**src/rtl/crack_scheduler.sv**
```systemverilog
// crack_scheduler: launches NUM_CORES ARC4 crack engines over an interleaved
// key space, round-robin shares the ciphertext memory between them, picks the
// winning key and aborts the engines that are still searching.
module crack_scheduler #(
  parameter int unsigned NUM_CORES = 2,
  parameter int unsigned CORE_W    = 3
) (
  input  logic                      clk,
  input  logic                      rst_n,
  input  logic                      en,
  output logic                      rdy,
  output logic [23:0]               key,
  output logic                      key_valid,
  output logic [7:0]                ct_addr,
  input  logic [7:0]                ct_rddata,
  output logic [NUM_CORES-1:0]      core_en,
  output logic [24*NUM_CORES-1:0]   core_key_base,
  output logic [NUM_CORES-1:0]      core_abort,
  input  logic [NUM_CORES-1:0]      core_rdy,
  input  logic [NUM_CORES-1:0]      core_key_valid,
  input  logic [24*NUM_CORES-1:0]   core_key,
  input  logic [NUM_CORES-1:0]      core_ct_req,
  input  logic [8*NUM_CORES-1:0]    core_ct_addr,
  output logic [NUM_CORES-1:0]      core_ct_gnt,
  output logic [NUM_CORES-1:0]      core_ct_rvalid,
  output logic [7:0]                core_ct_rddata
);

  localparam logic [2:0] S_IDLE       = 3'd0;
  localparam logic [2:0] S_LAUNCH     = 3'd1;
  localparam logic [2:0] S_WAIT_START = 3'd2;
  localparam logic [2:0] S_RUN        = 3'd3;
  localparam logic [2:0] S_ABORT      = 3'd4;
  localparam logic [2:0] S_DRAIN      = 3'd5;

  logic [2:0]           state_q, state_d;
  logic [23:0]          key_q, key_d;
  logic                 key_valid_q, key_valid_d;
  logic [NUM_CORES-1:0] win;
  logic [23:0]          best_key;
  logic                 best_found;
  logic [CORE_W-1:0]    ptr_q, ptr_d;
  logic [NUM_CORES-1:0] gnt;
  logic [CORE_W-1:0]    gnt_idx;
  logic                 gnt_any;
  logic [7:0]           ct_addr_q;
  logic [NUM_CORES-1:0] rvalid_q;

  // Finished cores that report a readable key.
  assign win = core_rdy & core_key_valid;

  // Lowest key among winners; strict compare keeps the lowest index on a tie.
  always_comb begin
    best_key   = '1;
    best_found = 1'b0;
    for (int unsigned i = 0; i < NUM_CORES; i++) begin
      if (win[i] && (!best_found || (core_key[24*i +: 24] < best_key))) begin
        best_key   = core_key[24*i +: 24];
        best_found = 1'b1;
      end
    end
  end

  // Run sequencing: launch, wait for all cores busy, pick winner, abort, drain.
  always_comb begin
    state_d     = state_q;
    key_d       = key_q;
    key_valid_d = key_valid_q;
    case (state_q)
      S_IDLE: begin
        if (en) begin
          state_d     = S_LAUNCH;
          key_d       = '0;
          key_valid_d = 1'b0;
        end
      end
      S_LAUNCH:     state_d = S_WAIT_START;
      S_WAIT_START: if (core_rdy == '0) state_d = S_RUN;
      S_RUN: begin
        if (win != '0) begin
          key_d       = best_key;
          key_valid_d = 1'b1;
          state_d     = S_ABORT;
        end else if (core_rdy == '1) begin
          key_d       = '0;
          key_valid_d = 1'b0;
          state_d     = S_IDLE;
        end
      end
      S_ABORT:  state_d = (core_rdy == '1) ? S_IDLE : S_DRAIN;
      S_DRAIN:  if (core_rdy == '1) state_d = S_IDLE;
      default:  state_d = S_IDLE;
    endcase
  end

  // Sequencer state and result registers.
  always_ff @(posedge clk or negedge rst_n) begin
    if (!rst_n) begin
      state_q     <= S_IDLE;
      key_q       <= '0;
      key_valid_q <= 1'b0;
    end else begin
      state_q     <= state_d;
      key_q       <= key_d;
      key_valid_q <= key_valid_d;
    end
  end

  // Round-robin search: first requester at or above the pointer, modulo NUM_CORES.
  always_comb begin
    gnt     = '0;
    gnt_idx = '0;
    gnt_any = 1'b0;
    for (int unsigned k = 0; k < NUM_CORES; k++) begin
      for (int unsigned i = 0; i < NUM_CORES; i++) begin
        if (!gnt_any && core_ct_req[i] && (i == ((32'(ptr_q) + k) % NUM_CORES))) begin
          gnt[i]  = 1'b1;
          gnt_idx = CORE_W'(i);
          gnt_any = 1'b1;
        end
      end
    end
  end

  // Memory address follows the granted core, otherwise holds the last one.
  always_comb begin
    ct_addr = ct_addr_q;
    for (int unsigned i = 0; i < NUM_CORES; i++) begin
      if (gnt[i]) ct_addr = core_ct_addr[8*i +: 8];
    end
  end

  // Pointer moves just past the granted core.
  always_comb begin
    ptr_d = ptr_q;
    if (gnt_any) begin
      ptr_d = (gnt_idx == CORE_W'(NUM_CORES - 1)) ? '0 : gnt_idx + CORE_W'(1);
    end
  end

  // Arbiter state; rvalid lines up with the synchronous memory read data.
  always_ff @(posedge clk or negedge rst_n) begin
    if (!rst_n) begin
      ptr_q     <= '0;
      ct_addr_q <= '0;
      rvalid_q  <= '0;
    end else begin
      ptr_q     <= ptr_d;
      ct_addr_q <= ct_addr;
      rvalid_q  <= gnt;
    end
  end

  // Core i starts at key i and strides by NUM_CORES.
  always_comb begin
    core_key_base = '0;
    for (int unsigned i = 0; i < NUM_CORES; i++) begin
      core_key_base[24*i +: 24] = 24'(i);
    end
  end

  assign rdy            = (state_q == S_IDLE);
  assign key            = key_q;
  assign key_valid      = key_valid_q;
  assign core_en        = (state_q == S_LAUNCH) ? '1 : '0;
  assign core_abort     = (state_q == S_ABORT) ? ~core_rdy : '0;
  assign core_ct_gnt    = gnt;
  assign core_ct_rvalid = rvalid_q;
  assign core_ct_rddata = ct_rddata;

endmodule

```
**config.mk**
```make
export PLATFORM = sky130hd
export DESIGN_NAME = crack_scheduler
export DESIGN_NICKNAME = d
export VERILOG_FILES = /design/src/rtl/crack_scheduler.sv
export SDC_FILE = /design/constraint.sdc
export NUM_CORES = 1
export LEC_CHECK = 0
export CAP_MARGIN = 10
export CORE_AREA = 2 2 75 77
export CTS_CLUSTER_SIZE = 16
export DETAILED_ROUTE_END_ITERATION = 7
export DIE_AREA = 0 0 77 79
export DONT_BUFFER_PORTS = 1
export GPL_TIMING_DRIVEN = 0
export HOLD_SLACK_MARGIN = 0.1
export PLACE_DENSITY = 0.74
export SETUP_SLACK_MARGIN = 0.02
export SLEW_MARGIN = 0
export SYNTH_ARGS = -nofsm -noshare
export SYNTH_HDL_FRONTEND = slang
export SYNTH_SLANG_ARGS = --single-unit
```
**constraint.sdc**
```tcl
create_clock -name clk -period 4.4 [get_ports clk]
set_input_delay 0.66 -clock clk [delete_from_list [all_inputs] [get_ports clk]]
set_output_delay 0.66 -clock clk [all_outputs]
set_load 0.01 [all_outputs]
```
==> flow_metrics.env, run 1 <==
export IMPL_timing_setup_critical_path_class="primary input to flip-flop"
export IMPL_synth_edf_count=0
export IMPL_setup_tns_ps=0
export IMPL_cts_tree="yes"
export IMPL_layout_commonest_cell="buf_4"
export IMPL_crit_path_max_fanout=10
export IMPL_final_hold_viol_count=0
export IMPL_synth_area_leaders="dfrtp_1 (32%), buf_4 (14%), ha_1 (9.5%)"
export IMPL_cp_end_kind="flip-flop"
export IMPL_irDropWorstVdd_mv=0.2404
export IMPL_synth_flop_cell="dfrtp_1"
export IMPL_p_leak_nw=1.682
export IMPL_drive_gt1_share_pct=19.95
export IMPL_mostFrequentLayoutCells="buf_4 (57), conb_1 (48), dfrtp_1 (39), nor2_1 (38), nand2_1 (36)"
export IMPL_core_area_um2=5338
export IMPL_cts_root_buffer="clkbuf_8"
export IMPL_nets=509
export IMPL_synth_area_um2=3032
export IMPL_design_portCount=179
export IMPL_drt_wl_total_mm=7.491
export IMPL_antenna_cells=0
export IMPL_yosysTopAreaCell="dfrtp_1"
export IMPL_drtPass1Iterations=4
export IMPL_cts_setup_buffers=0
export IMPL_crit_required_ps=4580
export IMPL_antenna_found_initial=0
export IMPL_arrival_ps=3420
export IMPL_worst_hold_path_type="primary input to async pin"
export IMPL_dp_hpwl_mm=5.720
export IMPL_place_gp_congestion=0.8390
export IMPL_syn2layout_area_growth_pct=13.21
export IMPL_async_flop_share_pct=100.0
export IMPL_maxCapViolCount=0
export IMPL_skew_ps=6.561
export IMPL_finalSetupViolCount=0
export IMPL_drc_errors=0
export IMPL_initial_core_util_pct=56.80
export IMPL_timing_final_crit_share_pct=73.61
export IMPL_startpoint_type="primary input"
export IMPL_clockBufferDepth=2
export IMPL_fmax_mhz=308.8
export IMPL_grt_pass1_wl_mm=11.96
export IMPL_syn_avg_cell_area_um2=8.637
export IMPL_vias_per_cell=5.416
export IMPL_yosysWarnings=0
export IMPL_synthesis_instances=351
export IMPL_dieHeight_um=79
export IMPL_grt_use_total_pct=24.34
export IMPL_cts_buffers=5
export IMPL_slew_headroom_pct=51.28
export IMPL_drt_iter0_drc=144
export IMPL_via_count=2589
export IMPL_grt_max_degree=40
export IMPL_htreeDepth=2
export IMPL_routedWlPerCell_um=15.67
export IMPL_rsz0062_at_grt="no"
export IMPL_antenna_left=0
export IMPL_clock_sinks=39
export IMPL_grt_ovfl_total=0
export IMPL_die_area_um2=6083
export IMPL_p_per_area_nw_per_um2=411.8
export IMPL_yosysSeqAreaShare_pct=32.19
export IMPL_min_period_ps=3239
export IMPL_die_w_um=77
export IMPL_clkLatencyLatePin_ps=290
export IMPL_synth_distinct_cells=38
export IMPL_grt_pass1_vias=2505
export IMPL_finalMaxSlewViolations=0
export IMPL_synth_seq_cells=39
export IMPL_fin_util_pct=64.30
export IMPL_clk_pin_slew_ps=80
export IMPL_rows=27
export IMPL_portBuffers=0
export IMPL_netlist_area_leader_share_pct=32.19
export IMPL_status="finished, final reports clean"
export IMPL_worst_slew_pin_slew_ps=730.8
## critical path, cell delays in order
cell	delay, ps
nand2_2	160
clkbuf_1	440
nor2_1	140
ha_1	350
a21oi_1	160
o21a_1	140
a2bb2oi_1	230
a21o_1	280
buf_1	400
nand3b_1	170
a32o_1	280
## cell families after synthesis
kind of cell    after synthesis  synth area share [%]
other cells                   2                0.2477
buf+inv                      87                 19.03
flops                        39                 32.19
simple gates                119                 19.98
compound gates               81                 19.07
fa+ha+maj                    23                 9.492
## cell usage after synthesis (2+ instances only)
library cell  number
buf_4             57
dfrtp_1           39
nor2_1            38
nand2_1           36
a21oi_1           26
nand3b_1          26
a32o_1            24
ha_1              23
clkbuf_1          10
inv_1             10
a31oi_1            8
o22ai_1            8
buf_2              5
o21ai_0            5
buf_6              4
nor3_1             4
a21o_1             2
conb_1             2
nand2b_1           2
nand4_1            2
o21a_1             2
or2_2              2
## stage by stage
stage	worst slack (ps)	total power [mW]	hold WS (ps)	std cells	instance area, um2
3_3_place_gp	964.4	1.086	365.8	469	3294
5_1_grt	926.5	1.506	211.6	478	3432
2_1_floorplan	1440	0.9967	364.4	397	3204
4_1_cts	1198	1.421	208.8	478	3432
6_report	1161	1.413	204.1	478	3432
3_5_place_dp	879.7	1.099	365.8	469	3294
## cell type report
cell class	instances	area, um2
fillers	491	1906
multi-input cells	271	1652
flip-flops and latches	39	975.9
plain buffers	77	539.3
well taps	72	90.09
clock buffers	6	82.58
inverters	10	37.54
clock inverters	2	35.03
repair buffers	1	20.02
## path summary, 6_finish.rpt
| kind | cells after the start | slack (ps) | to | startpoint |
|---|---|---|---|---|
| max reg2reg | 5 | 2310 | key[20]$_DFFE_PN0P_ | state_q[1]$_DFFE_PN0P_ |
| min | 1 | 200 | key[7]$_DFFE_PN0P_ | rst_n |
| max in group asynchronous | 1 | 4000 | key[20]$_DFFE_PN0P_ | rst_n |
| min in group clk | 2 | 540 | ptr_q[0]$_DFFE_PN0P_ | ptr_q[0]$_DFFE_PN0P_ |
| max | 11 | 1160 | key[16]$_DFFE_PN0P_ | core_key_valid[0] |
| min reg2reg | 2 | 540 | ptr_q[0]$_DFFE_PN0P_ | ptr_q[0]$_DFFE_PN0P_ |
## sequential cells by signal (all words and copies together) (netlist names)
| name | flops |
|---|---|
| ct_addr_q | 8 |
| key | 24 |
| state_q | 3 |
| key_valid | 1 |
| ptr_q | 1 |
| core_ct_rvalid | 2 |
## where the power goes
group | total (mW) | internal [mW] | leakage [nW] | switching [mW]
Combinational | 0.457 | 0.215 | 1.13 | 0.242
Sequential | 0.642 | 0.491 | 0.491 | 0.151
Clock | 0.314 | 0.184 | 0.0612 | 0.130
## per-layer routing
| layer | vias to the layer above | wire length (um) | global-route usage (%) |
|---|---|---|---|
| li1 | 1256 | - | - |
| met1 | 1180 | 2994 | 29.38 |
| met2 | 140 | 3606 | 40.09 |
| met3 | 13 | 733 | 8.295 |
| met4 | 0 | 157 | 10.00 |
| met5 | - | 0 | 0 |
## what timing repair did
action | 4_1_cts | 5_1_grt
resized for setup | 0 | 0
endpoints found under the hold margin | 39 | 0
hold buffers | 1 | 0
No activity file was read; power rests on OpenSTA's default activity.
==> run 2: changes to the inputs <==
--- a/config.mk
+++ b/config.mk
@@ -6,14 +6,14 @@
 export NUM_CORES = 1
 export LEC_CHECK = 0
 export CAP_MARGIN = 10
-export CORE_AREA = 2 2 75 77
+export CORE_AREA = 2 2 76 78
 export CTS_CLUSTER_SIZE = 16
 export DETAILED_ROUTE_END_ITERATION = 7
-export DIE_AREA = 0 0 77 79
+export DIE_AREA = 0 0 78 80
 export DONT_BUFFER_PORTS = 1
 export GPL_TIMING_DRIVEN = 0
 export HOLD_SLACK_MARGIN = 0.1
-export PLACE_DENSITY = 0.74
+export PLACE_DENSITY = 0.75
 export SETUP_SLACK_MARGIN = 0.02
 export SLEW_MARGIN = 0
 export SYNTH_ARGS = -nofsm -noshare
==> constraint.sdc (replaced) <==
create_clock -name clk -period 2.6 [get_ports clk]
set_input_delay 0.39 -clock clk [delete_from_list [all_inputs] [get_ports clk]]
set_output_delay 0.39 -clock clk [all_outputs]
set_load 0.01 [all_outputs]
==> run 2 against run 1 <==
Compared with the run above:
- via count up 0.97%
- sequential share of layout area down 0.23 points
- power up 62%
- critical path type unchanged
- largest power group unchanged
==> flow_metrics.env, run 2 (synthesis gave the netlist of run 1 again) <==
export IMPL_status="finished, final reports clean"
export IMPL_timing_final_crit_share_pct=93.07
export IMPL_ff2ff_setup_slack_ps=540
export IMPL_rr_endpoint="key[18]$_DFFE_PN0P_"
export IMPL_drive_gt1_share_pct=21.46
export IMPL_mostFrequentLayoutCells="buf_4 (60), conb_1 (48), dfrtp_1 (39), nor2_1 (38), nand2_1 (36)"
export IMPL_power_total_mw=2.296
export IMPL_core_area_um2=5405
export IMPL_startpoint_type="primary input"
export IMPL_antenna_left=0
export IMPL_rows=27
export IMPL_irDropWorstVdd_mv=0.4485
export IMPL_timing_rr_start="state_q[1]$_DFFE_PN0P_"
export IMPL_nFillCells=492
export IMPL_grt_pass1_wl_mm=11.86
export IMPL_routedWlPerCell_um=15.83
export IMPL_die_area_um2=6240
export IMPL_clk_pin_slew_ps=80
export IMPL_met3_usage_pct=8.145
export IMPL_cts_tree="yes"
export IMPL_nets=513
export IMPL_design_portCount=179
export IMPL_skew_ps=5.770
export IMPL_clockBufferDepth=2
export IMPL_cts_root_buffer="clkbuf_8"
export IMPL_slew_headroom_pct=54.86
export IMPL_syn2layout_area_growth_pct=14.11
export IMPL_whs_ps=313.0
export IMPL_place_gp_congestion=0.8035
export IMPL_cp_end_kind="flip-flop"
export IMPL_antenna_found_initial=0
export IMPL_clock_sinks=39
export IMPL_die_w_um=78
export IMPL_fmax_mhz=413.3
export IMPL_globalRouteMet1Util_pct=26.78
export IMPL_htreeDepth=2
export IMPL_p_leak_nw=1.695
export IMPL_met2_usage_pct=42.33
export IMPL_clkLatencyLatePin_ps=290
export IMPL_antenna_cells=0
export IMPL_vias_per_cell=5.423
export IMPL_dp_hpwl_mm=5.770
export IMPL_rr_worst_depth=5
export IMPL_maxCapViolCount=0
export IMPL_p_per_area_nw_per_um2=663.6
export IMPL_dieHeight_um=80
export IMPL_layout_commonest_cell="buf_4"
export IMPL_holdPathStages=3
export IMPL_worst_hold_path_type="primary input to flip-flop"
export IMPL_grt_pass1_vias=2519
export IMPL_finalSetupViolCount=0
export IMPL_crit_start="core_key_valid[0]"
export IMPL_crit_required_ps=2820
export IMPL_grt_max_degree=40
export IMPL_grt_use_total_pct=24.17
export IMPL_hold_start="core_rdy[1]"
export IMPL_finalMaxSlewViolations=0
export IMPL_crit_path_max_fanout=10
export IMPL_grt_ovfl_total=0
export IMPL_worstHoldEndpoint="state_q[0]$_DFFE_PN0P_"
export IMPL_worst_slew_pin_slew_ps=677.0
export IMPL_final_hold_viol_count=0
export IMPL_drc_errors=0
export IMPL_largest_reg_flops=24
export IMPL_grt_busiest_layer="met2"
export IMPL_drt_wl_total_mm=7.631
export IMPL_arrival_ps=2640
export IMPL_drt_iter0_drc=122
export IMPL_portBuffers=0
export IMPL_min_period_ps=2420
export IMPL_timing_setup_critical_path_class="primary input to flip-flop"
export IMPL_rsz0062_at_grt="no"
export IMPL_initial_core_util_pct=56.09
export IMPL_cts_buffers=5
export IMPL_drtPass1Iterations=6
export IMPL_via_count=2614
[run 2: critical path, stage by stage]
cell	delay (ps)
nand2_2	160
buf_6	180
nor2_1	60
ha_1	310
nand4_1	190
nor4_4	330
a41oi_1	180
or2_1	250
buf_2	170
buf_6	150
nand3b_1	80
a32o_1	190
[run 2: how the worst max path moves through the flow]
stage,end,cells past startpoint
after floorplan,key[10]$_DFFE_PN0P_,11
after global placement,key[12]$_DFFE_PN0P_,11
after detailed placement,key[12]$_DFFE_PN0P_,11
after CTS,key[3]$_DFFE_PN0P_,11
after global routing,key[4]$_DFFE_PN0P_,11
final,key[3]$_DFFE_PN0P_,12
[run 2: metal layers]
layer,wire length [um],vias to the layer above
met4,169,0
met5,0,-
met2,3700,137
met1,3011,1200
met3,750,15
li1,-,1262
[run 2: what timing repair did]
action / in CTS / in global routing
cloned: 0 / 0
setup buffers: 2 / 1
gates resized for setup: 3 / 5
hold buffers: 2 / 0
setup endpoints to repair: 21 / 24
pin swaps: 1 / 1
endpoints found under the hold margin: 39 / 0
[run 2: final cells by class]
class                   count  area [um2]  share of cell area (%)
multi-input cells         271        1665                   48.14
flip-flops and latches     39       975.9                   28.21
plain buffers              77       549.3                   15.88
well taps                  72       90.09                   2.604
clock buffers               5       68.82                   1.989
repair buffers              5       52.55                   1.519
inverters                  10       37.54                   1.085
clock inverters             3       20.02                  0.5787
[run 2: report_power, final]
part	switching, mW	internal [mW]	total, mW
logic	0.419	0.372	0.790
registers	0.259	0.831	1.09
clock network	0.228	0.187	0.415
[run 2: metrics by stage]
step	worst slack, ps	area [um2]	util (%)	instances	TNS (ps)
final	180.2	3460	64.00	482	0
after global routing	41.54	3460	64.00	482	0
after CTS	64.43	3435	63.54	481	0
after detailed placement	-499.0	3296	60.97	469	-9538
after global placement	-482.4	3296	60.97	469	-9496
after floorplan	43.24	3206	-	397	0
